File: config.mk
export PLATFORM = sky130hd
export DESIGN_NAME = cntr8_cmd_ctrl
export DESIGN_NICKNAME = d
export VERILOG_FILES = /design/src/rtl/cntr8_cmd_ctrl.sv
export SDC_FILE = /design/constraint.sdc
export NUM_CORES = 1
export LEC_CHECK = 0
export BUFFER_PORTS_ARGS = -buffer_cell sky130_fd_sc_hd__buf_2
export CORE_AREA = 2 2 47 49
export CTS_BUF_LIST = sky130_fd_sc_hd__clkbuf_8
export CTS_CLUSTER_SIZE = 40
export DETAILED_ROUTE_END_ITERATION = 8
export DIE_AREA = 0 0 49 51
export PLACE_DENSITY = 0.65
export SYNTH_ARGS = -nofsm -noshare
export SYNTH_HDL_FRONTEND = slang
export SYNTH_SLANG_ARGS = --single-unit
File: constraint.sdc
create_clock -name clk -period 2.08 [get_ports clk]
set_clock_uncertainty 0.05 [all_clocks]
set_input_delay 0.208 -clock clk [delete_from_list [all_inputs] [get_ports clk]]
set_output_delay 0.208 -clock clk [all_outputs]
set_load 0.05 [all_outputs]
File: src/rtl/cntr8_cmd_ctrl.sv
// Command controller for an external 3-bit counter: turns LOAD / INC-burst
// commands into single-cycle load/inc strobes, with done and wrap pulses.
module cntr8_cmd_ctrl (
  input  logic       clk,
  input  logic       reset,
  input  logic       cmd_valid,
  output logic       cmd_ready,
  input  logic       cmd_op,
  input  logic [2:0] cmd_data,
  input  logic       abort,
  input  logic [2:0] cnt_state,
  output logic       load,
  output logic       inc,
  output logic [2:0] d_out,
  output logic       busy,
  output logic       done,
  output logic       wrap
);

  typedef enum logic [1:0] {
    S_IDLE = 2'd0,
    S_LOAD = 2'd1,
    S_INC  = 2'd2,
    S_DONE = 2'd3
  } state_t;

  state_t     r_state;
  logic [3:0] r_rem;
  logic [2:0] r_dout;
  logic       r_load;
  logic       r_inc_en;
  logic       r_busy;
  logic       r_done;
  logic       r_wrap;
  logic       w_accept;
  logic       w_inc;

  assign cmd_ready = (r_state == S_IDLE) && !reset;
  assign w_accept  = cmd_valid && cmd_ready;
  // abort suppresses the strobe in the same cycle; reset cuts strobes at once
  assign w_inc     = r_inc_en && !abort && !reset;

  assign load  = r_load && !reset;
  assign inc   = w_inc;
  assign d_out = r_dout;
  assign busy  = r_busy;
  assign done  = r_done;
  assign wrap  = r_wrap;

  always_ff @(posedge clk) begin
    if (reset) begin
      r_state  <= S_IDLE;
      r_rem    <= 4'd0;
      r_dout   <= 3'd0;
      r_load   <= 1'b0;
      r_inc_en <= 1'b0;
      r_busy   <= 1'b0;
      r_done   <= 1'b0;
      r_wrap   <= 1'b0;
    end else begin
      r_wrap   <= w_inc && (cnt_state == 3'b111);
      r_load   <= 1'b0;
      r_inc_en <= 1'b0;
      r_busy   <= 1'b0;
      r_done   <= 1'b0;
      case (r_state)
        S_IDLE: begin
          if (w_accept) begin
            r_busy <= 1'b1;
            if (!cmd_op) begin
              r_dout  <= cmd_data;
              r_load  <= 1'b1;
              r_state <= S_LOAD;
            end else begin
              r_rem    <= (cmd_data == 3'd0) ? 4'd8 : {1'b0, cmd_data};
              r_inc_en <= 1'b1;
              r_state  <= S_INC;
            end
          end
        end
        S_LOAD: begin
          r_done  <= 1'b1;
          r_state <= S_DONE;
        end
        S_INC: begin
          if (abort || (r_rem == 4'd1)) begin
            r_rem   <= 4'd0;
            r_done  <= 1'b1;
            r_state <= S_DONE;
          end else begin
            r_rem    <= r_rem - 4'd1;
            r_inc_en <= 1'b1;
            r_busy   <= 1'b1;
          end
        end
        S_DONE: r_state <= S_IDLE;
        default: r_state <= S_IDLE;
      endcase
    end
  end

endmodule

Word level (Yosys, flattened, before mapping). Index checks and enable logic that the tools add are counted.

Bits in registers: 14. Input bits: 11. Output and inout bits: 9. Logic and storage cells: 54.

$add $sub $neg: 1. Equal/unequal tests: 8. Multiplexer cells: 18. Bitwise operators: 3. Reductions and logical operators: 16.

Operator list (number): $mux 4 (4); $pmux 2 s4 (1); $pmux 4 s2 (1); $logic_and 1x1->1 (6); $mux 1 (6); $mux 2 (3); $ne 2x2->1 const B (3); $pmux 1 s2 (3); $reduce_and 3->1 (2); $eq 2x2->1 const B (2); $eq 4x1->1 const B (1); $sub 4x1->4 const B (1); $eq 3x3->1 const B (1); $logic_not 3->1 (1); $not 1->1 (3); $reduce_or 3->1 (1); $eq 2x1->1 const B (1); $logic_not 1->1 (2); $logic_not 2->1 (1); $reduce_and 2->1 (1); $reduce_bool 2->1 (1); $logic_or 1x1->1 (1).

Logic depth before layout (Yosys ltp).
Word-level depth: 5. Gate-level depth with buffers: 7. Gate-level depth less buffers: 6.

Least setup slack after synthesis. Ideal clock, no wire load.

Path kind: register -> register. From: register r_inc_en. To: register r_wrap (netlist: wrap). Library setup time: 0.065 ns. Arrival time: 1.772 ns. Required time: 1.965 ns. Path slack: 0.192 ns. Stages on the path, launching flop included: 3. Buffers on the path: 0. Period minus slack after synthesis: 1.888 ns. Cell sequence: dfxtp_1 -> nor3b_1 -> and4_1.

Cells in the longest elaborated chain, start to end: 3.

RTL lines: from (decl) (line 31) `logic r_inc_en;`; from (signal assigned) (line 56) `r_inc_en <= 1'b0;`; from (signal assigned) (line 63) `r_inc_en <= 1'b0;`; from (signal assigned) (line 76) `r_inc_en <= 1'b1;`; $logic_and 1x1->1 (2 in a row) (line 41) `assign w_inc = r_inc_en && !abort && !reset;`; via inc (line 13) `output logic inc,`; $logic_and 1x1->1 (line 61) `r_wrap <= w_inc && (cnt_state == 3'b111);`; to (signal assigned) (line 61); to (decl) (line 34) `logic r_wrap;`.

The timed path passes the listed nets, and every way through them passes these cells. A chain may end at the register's enable or synchronous reset.

Worst setup path after layout.
From: register r_state[1]. To: output port cmd_ready.

Cells in the longest elaborated chain, start to end: 2.

RTL lines: from (decl) (line 27) `state_t r_state;`; from (signal assigned) (line 52) `r_state <= S_IDLE;`; from (signal assigned) (line 73) `r_state <= S_LOAD;`; from (signal assigned) (line 77) `r_state <= S_INC;`; $logic_not 2->1 (line 38) `assign cmd_ready = (r_state == S_IDLE) && !reset;`; $logic_and 1x1->1 (line 38); to (decl) (line 7) `output logic cmd_ready,`.

No other way between the ends.

==> impl_metrics.py <==
metrics = {
    "hold_path": {
        "min_path_cells": 3,
        "holdPathEnd": "d_out[2]",
        "min-delay-start": "cmd_data[2]",
        "hp-class": "in -> reg",
    },
    "global_routing": {
        "antenna_found_initial": 0,
        "grt_overflow_total": 0,
        "grt_max_degree": 17,
        "grt_pass1_wl_um": 2580,
        "grt_pass1_vias": 596,
        "grtUsageTotal": 0.136,
    },
    "cts": {
        "clkSinkCount": 14,
        "clk_pin_slew_ns": 0.05,
        "root_buffer": "clkbuf_8",
        "htree_levels": 1,
        "numCtsBuffers": 3,
        "cts_tree": "done",
        "post_cts_buffers": 0,
        "cts_resized": 0,
        "holdBufCountCts": 0,
        "clk_latency_ns": 0.24,
        "cts.path.max_buffers": 2,
    },
    "worst_setup_path": {
        "end_kind": "output pin",
        "worst-path-buf-inv": 3,
        "crit_fanout": 6,
        "cpPeakStageDelay_ns": 0.31,
        "arrival_ns": 1.46,
        "reg2reg_slack_ns": 0.42,
        "startpoint_type": "register",
        "cpLargestDelayFamily": "buffers and inverters",
        "path_cells": "inv_1 -> ha_1 -> inv_1 -> nor2_1 -> buf_2",
        "slowest_stage": "dfxtp_1",
        "timing.rr.end": "r_rem[0]",
        "r2r_start": "r_state[0]",
        "required_ns": 1.82,
        "cp_common_cell": "inv_1",
        "reg2regPathDepth": 6,
        "setup.worst_path.class": "reg -> out",
    },
    "route": {
        "wl_um": 1470,
        "drcViolationCount": 0,
        "vias": 653,
        "dr.pass1.iters": 4,
        "drt_iter0_markers": 14,
        "detail_route.wl_per_cell_um": 11.4,
        "detail-route-antenna-nets": 0,
        "vias_per_cell": 5.06,
    },
    "pwr": {
        "fin_total_pwr_uw": 1210,
        "pwr-share-comb": 0.520,
        "switching_share": 0.425,
        "p_clk_frac": 0.180,
        "p_switching_uw": 515,
        "internal_power_uw": 697,
        "power_density_nw_per_um2": 1310,
        "p_leak_uw": 0.000401,
        "seq_power_share": 0.300,
        "ir_drop_mv": 0.831,
    },
    "timing": {
        "hold_viol_final": 0,
        "min_period_ns": 1.72,
        "max_freq_mhz": 581,
        "setup_viol": 0,
        "period_share": 0.828,
        "whs_ns": 0.177,
        "worstMarginPinSlew_ns": 0.354,
        "maxSlewHeadroom": 0.762,
        "rsz0062_at_grt": "no",
        "tns_ns": 0,
        "slew_viol_final": 0,
    },
    "logic_synthesis": {
        "synthTopCellsByArea": "dfxtp_1, ha_1, nor2b_1",
        "synth_top_cell_area_share": 0.367,
        "synth-seq-area-share": 0.367,
        "synthCells": 81,
        "synth_edf_count": 0,
        "synth.top_cells.by_count": "dfxtp_1, inv_1, nor2_1, nor2b_1, ha_1",
        "synthArstFlopShare": 0,
        "ys_warn_count": 0,
        "synth-main-ff-cell": "dfxtp_1",
        "syn_avg_cell_area_um2": 9.42,
        "syn_area_um2": 763,
        "ys_ff_latch": 14,
        "yosys.cell_types.count": 32,
        "yosys.area.top_type": "dfxtp_1",
        "synth.most_common_cell": "dfxtp_1",
        "syn_nets": 98,
    },
    "placement": {
        "place_congestion": 0.776,
        "dpl.hpwl_um": 1150,
        "io_buffers": 19,
    },
    "floorplanning": {
        "die_y_um": 51,
        "die_w_um": 49,
        "pin_count": 20,
        "rows": 17,
        "die_area_um2": 2500,
        "initial_core_util": 0.370,
        "coreArea_um2": 2060,
    },
    "flow_run": {
        "drv_cap": 0,
    },
    "final_layout": {
        "area_growth_pct": 21.3,
        "final_core_util": 0.449,
        "drive_above_1_share": 0.287,
        "nNetsFinal": 120,
        "num_antenna_cells": 0,
    },
    "run_status": {
        "status": "finished clean",
    },
}
==> worst max-delay path by stage <==
stage	from	end	slack, ns	depth (start not counted)
6_report	r_state[1]	cmd_ready	0.36	5
3_5_place_dp	r_state[0]	r_rem[0]	0.42	6
5_1_grt	r_state[1]	cmd_ready	0.21	5
3_3_place_gp	r_state[0]	r_rem[1]	0.47	6
2_1_floorplan	r_inc_en	wrap	0.19	2
4_1_cts	r_state[1]	cmd_ready	0.34	5
==> power groups by stage <==
stage	sequential [µW]	clock (µW)	combinational, µW
final	364	218	630
after global routing	374	237	706
after CTS	365	226	631
after detailed placement	370	0	628
after global placement	367	0	622
after floorplan	413	0	464
==> routing by layer <==
layer,share of wire,global-route usage
met1,0.52,0.181
met2,0.42,0.201
met3,0.042,0.0263
met4,0.023,0.0857
met5,0,0
==> through the flow <==
step                worst slack, ns  cells  area [µm²]
detailed placement            0.423    126         885
global placement              0.471    126         885
floorplan                     0.192     81         763
finish                        0.358    129         926
CTS                           0.343    129         926
global route                  0.211    129         926
==> layout by cell type (no fill, tap or decap), types with 2 or more instances in the layout <==
cell      synthesis  layout
nand2_1           4       4
mux2i_1           3       3
nor2b_1           7       7
dfxtp_1          14      14
clkbuf_8          0       3
a211oi_1          4       4
a21oi_1           3       3
ha_1              6       6
nor2_1            7       7
inv_1             7       7
o21ai_0           3       3
buf_2             1      19
nor4_1            2       2
==> logic make-up (layout without fill, tap and decap cells) <==
logic type / count (synthesis) / after routing / share of synthesized area
AND/OR/NAND/NOR: 29 / 29 / 0.238
multiplexers: 3 / 3 / 0.0393
adder cells (fa/ha/maj): 6 / 6 / 0.0984
flip-flops: 14 / 14 / 0.367
AO/OA/AOI/OAI: 20 / 20 / 0.211
buffers and inverters: 9 / 29 / 0.0459
==> tightest hold or removal path: stages <==
cell,delay (ns)
buf_2,0.09
mux2i_1,0.06
nor2_1,0.07
==> state kept, by name, summed over array words and instances, names as in the netlist <==
name and count:
d_out 3, busy 1, wrap 1, r_state 2, r_rem 4, done 1, r_load 1, r_inc_en 1
==> final cells by class <==
type / count / area [µm²]
fillers: 227 / 1140
multi-input cells: 58 / 448
flip-flops and latches: 14 / 280
repair buffers: 19 / 95.1
clock buffers: 3 / 41.3
well taps: 28 / 35.0
inverters: 7 / 26.3
(Power assumes the default switching activity.)
